<file path="config.mk">
export PLATFORM = sky130hd
export DESIGN_NAME = demux4_reg
export DESIGN_NICKNAME = d
export VERILOG_FILES = /design/src/rtl/demux4_reg.sv
export SDC_FILE = /design/constraint.sdc
export NUM_CORES = 1
export LEC_CHECK = 0
export ABC_AREA = 1
export CELL_PAD_IN_SITES_DETAIL_PLACEMENT = 1
export CELL_PAD_IN_SITES_GLOBAL_PLACEMENT = 1
export CORE_ASPECT_RATIO = 1.5
export CORE_MARGIN = 2
export CORE_UTILIZATION = 33
export CTS_CLUSTER_SIZE = 24
export DETAILED_ROUTE_END_ITERATION = 10
export MAX_ROUTING_LAYER = met4
export PLACE_DENSITY = 0.8
export RECOVER_POWER = 50
export SYNTH_ARGS = -nofsm -noshare
export SYNTH_HDL_FRONTEND = slang
export SYNTH_SLANG_ARGS = --single-unit
</file>
<file path="constraint.sdc">
create_clock -name clock -period 2.99 [get_ports clock]
set_input_delay 0.598 -clock clock [delete_from_list [all_inputs] [get_ports clock]]
set_output_delay 0.598 -clock clock [all_outputs]
set_load 0.01 [all_outputs]
</file>
<file path="src/rtl/demux4_reg.sv">
// Registered 1-to-4 demultiplexer: one input stream steered into four one-deep lane registers,
// addressed by an explicit select or by a round-robin pointer that advances on each accept.
module demux4_reg #(
  parameter int unsigned bits = 3
) (
  input  logic            clock,
  input  logic            reset,
  input  logic [bits-1:0] in_data,
  input  logic            in_valid,
  output logic            in_ready,
  input  logic [1:0]      select,
  input  logic            rr_mode,
  output logic [bits-1:0] out_A,
  output logic [bits-1:0] out_B,
  output logic [bits-1:0] out_C,
  output logic [bits-1:0] out_D,
  output logic [3:0]      valid_out,
  input  logic [3:0]      ready_out,
  output logic [1:0]      ptr
);

  logic [bits-1:0] lane_q [4];
  logic [bits-1:0] lane_d [4];
  logic [3:0]      valid_q, valid_d;
  logic [1:0]      ptr_q, ptr_d;
  logic [1:0]      tgt;
  logic            accept;

  assign tgt      = rr_mode ? ptr_q : select;
  // A full lane can be refilled in the same cycle its consumer drains it.
  assign in_ready = ~valid_q[tgt] | ready_out[tgt];
  assign accept   = in_valid & in_ready;

  always_comb begin
    lane_d  = lane_q;
    valid_d = valid_q & ~ready_out;
    ptr_d   = ptr_q;
    if (accept) begin
      lane_d[tgt]  = in_data;
      valid_d[tgt] = 1'b1;
      if (rr_mode) begin
        ptr_d = ptr_q + 2'd1;
      end
    end
  end

  always_ff @(posedge clock) begin
    if (!reset) begin
      for (int i = 0; i < 4; i++) begin
        lane_q[i] <= '0;
      end
      valid_q <= 4'b0000;
      ptr_q   <= 2'd0;
    end else begin
      lane_q  <= lane_d;
      valid_q <= valid_d;
      ptr_q   <= ptr_d;
    end
  end

  assign out_A     = lane_q[0];
  assign out_B     = lane_q[1];
  assign out_C     = lane_q[2];
  assign out_D     = lane_q[3];
  assign valid_out = valid_q;
  assign ptr       = ptr_q;

endmodule

</file>
==> out/qor.txt <==
Total CTS buffers: 3
Ant. Diodes: 0
Total power: 577 µW
Syn Inst Count: 160
Avg Inst Size Synth: 6.44 µm²
Cell variety after synth: 16
Relative max-transition margin: 0.657
Final Skew: 0.00408 ns
Final min period: 2.76 ns
Ys async rst share: 0
Overflow after GRT: 0
Full die area: 3600 µm²
First-pass GRT wire length: 4.79 mm
Setup Crit Path Kind: in -> out
ANT nets after route: 0
Max_cap viols: 0
H-tree Lvls: 1
Clock edge transition at the registers on the reported setup and hold paths: 0.06 ns
Crit-path max FO: 8
HPWL Detailed: 2.16 mm
Layout cells sized above 1: 0.0890
Final core occ: 0.483
Routed len/inst: 11.7 µm
Synth Flop Type: dfxtp_1
Vias in the first global route: 1091
Setup crit start kind: input pin
Endpoints failing setup: 0
RSZ-0062 raised after global routing: no
Initial core utilization: 0.350
Hold Slack: 0.486 ns
Synth Cell Area: 1030 µm²
Outcome: finished, final reports clean
DIE HEIGHT: 72.5 µm
#FFs+latches synth: 18
Final Hold Fails: 0
Slew @ Worst Pin: 0.513 ns
Vias per inst: 4.67
Initial antenna violation count: 0
Peak VDD IR: 0.293 mV
EDFF count, synth: 0
Port Buffer Count: 31
Mapped Nets: 173
Postcts setup bufs: 0
Area leader, netlist: dfxtp_1
Crit. End Element: output port
Largest net degree at the start of global routing: 20
CTS tree: done
Clock Sinks: 18
Sequential share of the synthesized area: 0.350
DR pass1 iterations: 4
Final period util: 0.924
Hold Path Class: reg -> reg
P&R area growth vs syn: 37.7%
Leak: 0.000745 µW
Yosys warnings: 0
Final WL: 2.70 mm
Die W: 49.6 µm
Pwr Density: 406 nW/µm²
Final Max Slew Viols: 0
Gp weighted congestion: 0.840
Core ar.: 2940 µm²
CP arrival: 2.16 ns
Nets: 206
I/O Pins: 32
Tot GR Track Use: 0.175
WP data required: 2.39 ns
Row count: 24
Fmax: 362 MHz
Drt initial violations: 11
Clock Latency Late Sink: 0.25 ns
Routed vias: 1074
Max clock buf depth: 2
Synth area leaders: dfxtp_1 35%, nand2_1 17%, inv_1 13%
Clock root buffer master: clkbuf_8
Synth top area share: 0.350
DRC Markers: 0
power by group:
part / internal [µW] / switching, µW
Sequential: 255 / 7.73
Combinational: 64.8 / 83.4
Clock: 89.5 / 76.6
placed cells by master (no fill, tap or decap), drive strengths merged:
cell / instances
nand2: 52
inv: 40
dfxtp: 18
dlygate4sd3: 18
nor2: 16
nand4: 12
clkdlybuf4s50: 12
nand3: 10
a21oi: 5
clkbuf: 3
buf: 2
o21ai: 1
nand3b: 1
dlymetal6s2s: 1
logic make-up after synthesis:
group,Yosys count,synth area share
AND/OR/NAND/NOR,91,0.444
AO/OA/AOI/OAI,6,0.0291
flip-flops,18,0.350
buffers and inverters,45,0.177
per-stage QoR:
stage | std cells | TNS [ns] | cell area (µm²) | setup slack [ns]
finish | 230 | 0 | 1420 | 0.229
global route | 230 | 0 | 1420 | 0.144
CTS | 230 | 0 | 1420 | 0.00995
detailed placement | 227 | -0.00614 | 1370 | -0.00614
global placement | 227 | 0 | 1370 | 0.0867
floorplan | 160 | 0 | 1030 | 1.05
state kept, by name (all words and copies together) (netlist names):
signal     flops
valid_out      4
out_A          3
out_B          3
out_C          3
out_D          3
ptr            2
worst paths after layout:
path,cells past startpoint,end,slack (ns),start
setup / recovery,10,in_ready,0.23,select[0]
hold / removal,2,valid_out[2]$_SDFF_PN0_,0.49,valid_out[2]$_SDFF_PN0_
setup reg to reg,13,out_B[0]$_SDFFE_PN0P_,1.34,ptr[0]$_SDFFE_PN0P_
hold reg to reg,2,valid_out[2]$_SDFF_PN0_,0.49,valid_out[2]$_SDFF_PN0_
cells in the mapped netlist, types with 2 or more instances:
library cell	n
inv_2	3
nand2_1	48
nand2_2	2
a21oi_1	5
nand2_4	2
nand3_4	4
nand4_1	12
clkbuf_1	2
inv_1	37
nor2_1	16
nand3_1	6
buf_2	2
dfxtp_1	18
what timing repair did:
| item | in CTS | in global routing |
|---|---|---|
| cloned | 0 | 0 |
| setup endpoints to repair | 1 | 1 |
| hold buffers | 0 | 0 |
| resized for setup | 1 | 1 |
critical path, stage by stage:
cell and delay (ns):
clkdlybuf4s50_1 0.47, nand2_2 0.11, nand2_4 0.12, nand2_1 0.06, nand2_1 0.05, nand2_1 0.04, nand2_1 0.07, inv_2 0.04
nand2_4 0.05, clkdlybuf4s50_1 0.54
layout make-up:
type | instances | area [µm²]
multi-input cells | 97 | 492
flip-flops and latches | 18 | 360
clock buffers | 3 | 41.3
inverters | 40 | 150
repair buffers | 33 | 328
well taps | 39 | 48.8
fillers | 420 | 1520
layer usage:
layer	vias up	track usage	share of wire
met5	-	-	0
met4	0	0.0772	0.020
met3	5	0.0247	0.029
met2	25	0.305	0.54
met1	501	0.196	0.42
li1	543	-	-
Power figures use the tool's default switching activity.
==> RTL change 1: new RTL, same flow settings <==
`bits`: 3 -> 6.
--- a/src/rtl/demux4_reg.sv
+++ b/src/rtl/demux4_reg.sv
@@ -1,7 +1,7 @@
 // Registered 1-to-4 demultiplexer: one input stream steered into four one-deep lane registers,
 // addressed by an explicit select or by a round-robin pointer that advances on each accept.
 module demux4_reg #(
-  parameter int unsigned bits = 3
+  parameter int unsigned bits = 6
 ) (
   input  logic            clock,
   input  logic            reset,
Ports: changed (5 resized); port bits go from 32 to 47. The function was not compared with the original's and may differ.
==> RTL change 1 against the original RTL <==
- design area rose by 52%
- count of clock-buffer cells in the layout increased by 4
- area after synthesis up 51%
- setup slack improved by 0.0046 ns
- utilization decreased by 0.85 points
- die area grew 47%
- sequential cell count is 12 higher
- fmax increased by 0.17%
- global-route usage up 1.4 points
- sequential power up 67%
- total power up 67%
- wire length grew 60%
- combinational power grew 46%
==> RTL change 1: results (changes against the original RTL) <==
nets -> 315 (+53%)
Clock Path Buffers -> 2 (unchanged)
fill count -> 626 (+49%)
CTS root buf -> clkbuf_8
placer congestion estimate -> 0.825 (-1.8%)
Iter 0 DRT Violations -> 49 (+38)
Top FF cell, synth -> dfxtp_1
xor/xnor cell area share of the yosys netlist -> 0% (unchanged)
clk_skew -> 0.00692 ns (+0.00284 ns)
cell family with most CP delay -> buffers and inverters
Tightest Hold Check Type -> reg2reg
first-pass GRT wire length -> 7310 um (+53%)
drt drc -> 0 (unchanged)
asr flop ratio synth -> 0% (unchanged)
post-CTS sizing -> 0 (-1)
distinct cell type count after synthesis -> 16 (unchanged)
final cell count without fillers -> 363 (+58%)
Compound-Gate Fraction of Synth Area -> 1.93% (-0.99 points)
DP Worst Slack -> 0.0478 ns (+0.0539 ns)
status -> finished clean
overall routing resource usage -> 18.9% (+1.4 points)
Slowest-stage cell, CP -> clkdlybuf4s50_1
Pleak -> 1.16 nW (+55%)
largest net degree at the start of global routing -> 32 (+60%)
share of post-route cells with drive strength above 1 -> 5.35% (-3.5 points)
Ys Warns -> 0 (unchanged)
Worst-Skew Late Latency -> 0.28 ns (+0.03 ns)
Placed Cells -> 356 (+57%)
Relative slew margins -> 55.2% (-10 points)
Synth area leaders -> dfxtp_1 39%, nand2_1 17%, inv_1 16%, nand4_1 9.6%, nor2_1 6.7%
Post-synth top cells -> 72 x nand2_1, 66 x inv_1, 30 x dfxtp_1, 28 x nor2_1, 24 x nand4_1
ANT cells -> 0 (unchanged)
Synth Area in Adders -> 0% (unchanged)
net load switching power -> 0.282 mW (+68%)
Post-Route WL -> 4310 um (+60%)
Avg Inst Size Synth -> 6.21 um2 (-3.6%)
Worst IR Drop VDD -> 238 uV (-19%)
drt first pass iters -> 4 (unchanged)
vias in the first global route -> 1647 (+51%)
Setup Buffers After CTS -> 0 (unchanged)
post-synth net total -> 267 (+54%)
Via density -> 4.57 (-2.2%)
CTS buffer count -> 5 (+2)
critical path fanouts, max -> 8 (unchanged)
htree depth -> 2 (+1)
HPWL Detailed -> 3190 um (+48%)
# port buffers -> 46 (+48%)
max incr delay on CP -> 0.53 ns
sequential fraction of the synthesis area -> 38.5% (+3.6 points)
## RTL change 1: changes by cell type after synthesis, moves of 4 or more
cell and delta:
nor2_1 +12, dfxtp_1 +12, nand4_1 +12, nand2_1 +24, inv_1 +29, buf_1 +4
nand3_4 -4
## RTL change 1: power groups by stage
stage / combinational [mW] / sequential (mW) / clock [mW]
after floorplan: 0.114 / 0.460 / 0
after global placement: 0.220 / 0.449 / 0
after detailed placement: 0.226 / 0.450 / 0
after CTS: 0.228 / 0.441 / 0.319
after global routing: 0.246 / 0.443 / 0.333
final: 0.216 / 0.439 / 0.307
## RTL change 1: cell type report
type	count	area, um2	area share (%)
clock buffers	7	76.3	3.54
inverters	67	251	11.7
multi-input cells	145	652	30.3
flip-flops and latches	30	601	27.9
well taps	64	80.1	3.72
repair buffers	50	493	22.9
## RTL change 1: final timing paths
| path | from | endpoint | slack (ns) | cells after the start |
|---|---|---|---|---|
| setup / recovery | select[0] | in_ready | 0.23 | 10 |
| hold / removal | valid_out[3] | valid_out[3] | 0.49 | 2 |
| setup reg to reg | ptr[0] | out_C[2] | 1.03 | 13 |
| hold reg to reg | valid_out[3] | valid_out[3] | 0.49 | 2 |
## RTL change 1: routing by layer
metal  global-route usage [%]  part of all wire [%]  vias up
met3                     3.25                   4.0        8
met1                     21.6                    42      773
met5                        -                     0        -
met4                     8.08                   2.4        0
met2                     31.6                    52       37
li1                         -                     -      840
## RTL change 1: cells by family (layout without fill, tap and decap cells)
| kind of cell | Yosys count | in the layout |
|---|---|---|
| AOI/OAI and AO/OA | 6 | 6 |
| and+or+nand+nor | 139 | 139 |
| DFF | 30 | 30 |
| buffers and inverters | 76 | 124 |
## RTL change 1: worst reg2reg max path, delay by kind of cell, from the launching register on
kind,cells,cell delay (ns)
buf+inv,3,0.39
flops,1,0.36
simple gates,10,1.15
## RTL change 1: metrics by stage
| step | area [um2] | util, % | hold slack (ns) | power, mW |
|---|---|---|---|---|
| floorplan | 1560 | - | 0.499 | 0.573 |
| global placement | 2070 | 45.6 | 0.487 | 0.669 |
| detailed placement | 2070 | 45.6 | 0.490 | 0.676 |
| CTS | 2150 | 47.3 | 0.500 | 0.989 |
| global route | 2150 | 47.4 | 0.523 | 1.02 |
| finish | 2150 | 47.4 | 0.491 | 0.962 |
==> RTL change 2: new RTL, same settings <==
Made on the original files. Add an input register stage for `rr_mode`, cleared by the reset; this delays it by one clock. The other inputs are not delayed to match.
--- a/src/rtl/demux4_reg.sv
+++ b/src/rtl/demux4_reg.sv
@@ -19,6 +19,16 @@
   output logic [1:0]      ptr
 );
 
+  logic rr_mode_q;
+
+  always_ff @(posedge clock) begin
+    if (!reset) begin
+      rr_mode_q <= '0;
+    end else begin
+      rr_mode_q <= rr_mode;
+    end
+  end
+
   logic [bits-1:0] lane_q [4];
   logic [bits-1:0] lane_d [4];
   logic [3:0]      valid_q, valid_d;
@@ -26,7 +36,7 @@
   logic [1:0]      tgt;
   logic            accept;
 
-  assign tgt      = rr_mode ? ptr_q : select;
+  assign tgt      = rr_mode_q ? ptr_q : select;
   // A full lane can be refilled in the same cycle its consumer drains it.
   assign in_ready = ~valid_q[tgt] | ready_out[tgt];
   assign accept   = in_valid & in_ready;
@@ -38,7 +48,7 @@
     if (accept) begin
       lane_d[tgt]  = in_data;
       valid_d[tgt] = 1'b1;
-      if (rr_mode) begin
+      if (rr_mode_q) begin
         ptr_d = ptr_q + 2'd1;
       end
     end
Formal check against the unedited RTL: not equivalent (Yosys sat finds a counterexample within 4 cycles, from zero or initial values and one cycle with reset low).
==> RTL change 2 against the original RTL <==
- setup slack got worse by 0.067 ns
- total power increased by 4.5%
- wire length increased by 1.7%
- area after synthesis increased by 3.0%
- design area increased by 1.9%
- sequential cell count increased by 1
- register-to-register slack got worse by 0.12 ns
- sequential share of layout area increased by 0.92 points
- combinational power decreased by 4%
- synthesized cell count increased by 2.5%
==> RTL change 2: results (changes against the original RTL) <==
clk_skew -> 0.00336 ns (-0.000721 ns)
Avg Inst Size Synth -> 6.48 um2 (+0.52%)
post-synth net total -> 177 (+2.3%)
fill count -> 416 (-0.95%)
ANT cells -> 0 (unchanged)
Synth area leaders -> dfxtp_1 36%, nand2_1 17%, inv_1 13%, nand4_1 7.1%, nand3_4 6.6%
share of post-route cells with drive strength above 1 -> 8.21% (-0.70 points)
DP Worst Slack -> 0.165 ns (+0.171 ns)
Pleak -> 0.748 nW (+0.50%)
placer congestion estimate -> 0.817 (-2.8%)
Ys Warns -> 0 (unchanged)
Post-synth top cells -> 49 x nand2_1, 38 x inv_1, 19 x dfxtp_1, 16 x nor2_1, 12 x nand4_1
hold-fix buffers at CTS -> 0 (unchanged)
htree depth -> 1 (unchanged)
vias in the first global route -> 1155 (+5.9%)
overall routing resource usage -> 17.8% (+0.37 points)
Worst IR Drop VDD -> 235 uV (-20%)
Hold WS -> 0.487 ns (+0.00103 ns)
R2R Path Start -> rr_mode_q
via count -> 1073 (-0.093%)
final cell count without fillers -> 235 (+2.2%)
Worst Max-Slew Pin Slew -> 0.524 ns (+0.0111 ns)
Tightest Hold Check Type -> reg2reg
Min-Delay Endpoint -> valid_out[3]
HPWL Detailed -> 2290 um (+5.8%)
placed cell area -> 1400 um2 (+2.1%)
Iter 0 DRT Violations -> 24 (+13)
post-detailed-route wirelength per cell -> 11.7 um (-0.42%)
clock network fraction of total power -> 30.5% (+1.7 points)
sequential share of power -> 45.9% (+0.4 points)
post-CTS sizing -> 0 (-1)
Clk power -> 0.184 mW (+11%)
CTS buffer count -> 3 (unchanged)
startpoint types -> primary input
first-pass GRT wire length -> 4860 um (+1.6%)
R2R cell count -> 10 (-3)
critical path fanouts, max -> 5 (-3)
R2R Path End -> out_D[1]
P_int -> 0.426 mW (+4.1%)
distinct cell type count after synthesis -> 16 (unchanged)
R2R setup slack -> 1.22 ns (-0.12 ns)
Placed Cells -> 231 (+1.8%)
sequential fraction of the synthesis area -> 35.8% (+0.86 points)
Worst Path Arrival -> 2.23 ns (+0.07 ns)
nets -> 209 (+1.5%)
Setup Buffers After CTS -> 0 (unchanged)
status -> finished clean
Worst Hold Launch -> valid_out[3]
largest net degree at the start of global routing -> 20 (unchanged)
## RTL change 2: changes by cell type in the layout (fill, tap and decap cells not counted), sizes merged
| cell | before | now |
|---|---|---|
| dfxtp | 18 | 19 |
| inv | 40 | 41 |
| dlygate4sd3 | 18 | 19 |
| nand2 | 52 | 53 |
| clkbuf | 3 | 4 |
| dlymetal6s2s | 1 | 0 |
## RTL change 2: cell families after synthesis
group | Yosys count | synth area share (%)
flip-flops | 19 | 35.8
AO/OA/AOI/OAI | 6 | 2.83
buffers and inverters | 47 | 17.9
AND/OR/NAND/NOR | 92 | 43.5
## RTL change 2: how the worst max path moves through the flow
stage | endpoint | slack (ns) | cells after the start | from
floorplan | in_ready | 1.05 | 6 | select[1]
global placement | in_ready | 0.21 | 7 | select[1]
detailed placement | in_ready | 0.17 | 7 | select[1]
CTS | in_ready | 0.16 | 7 | select[1]
global route | in_ready | 0.08 | 7 | select[1]
finish | in_ready | 0.16 | 7 | select[1]
## RTL change 2: routing by layer
metal	routed length, um	up-vias	global-route usage, %
met5	0	-	-
li1	-	550	-
met3	81	5	2.03
met2	1510	24	32.6
met1	1080	494	18.3
met4	68	0	9.91
## RTL change 2: final cells by class
class | count | area [um2] | share of cell area, %
Clock buffer | 4 | 45.0 | 3.11
Inverter | 41 | 154 | 10.6
Multi-Input combinational cell | 98 | 492 | 34.0
Sequential cell | 19 | 380 | 26.3
Tap cell | 40 | 50.0 | 3.46
Timing Repair Buffer | 33 | 325 | 22.5
## RTL change 2: critical path: stages
cell and delay [ns]:
clkdlybuf4s50_1 0.40, o21ai_1 0.36, inv_2 0.10, nand2_1 0.08, nand2_1 0.08, nand2_4 0.08, clkdlybuf4s50_1 0.53
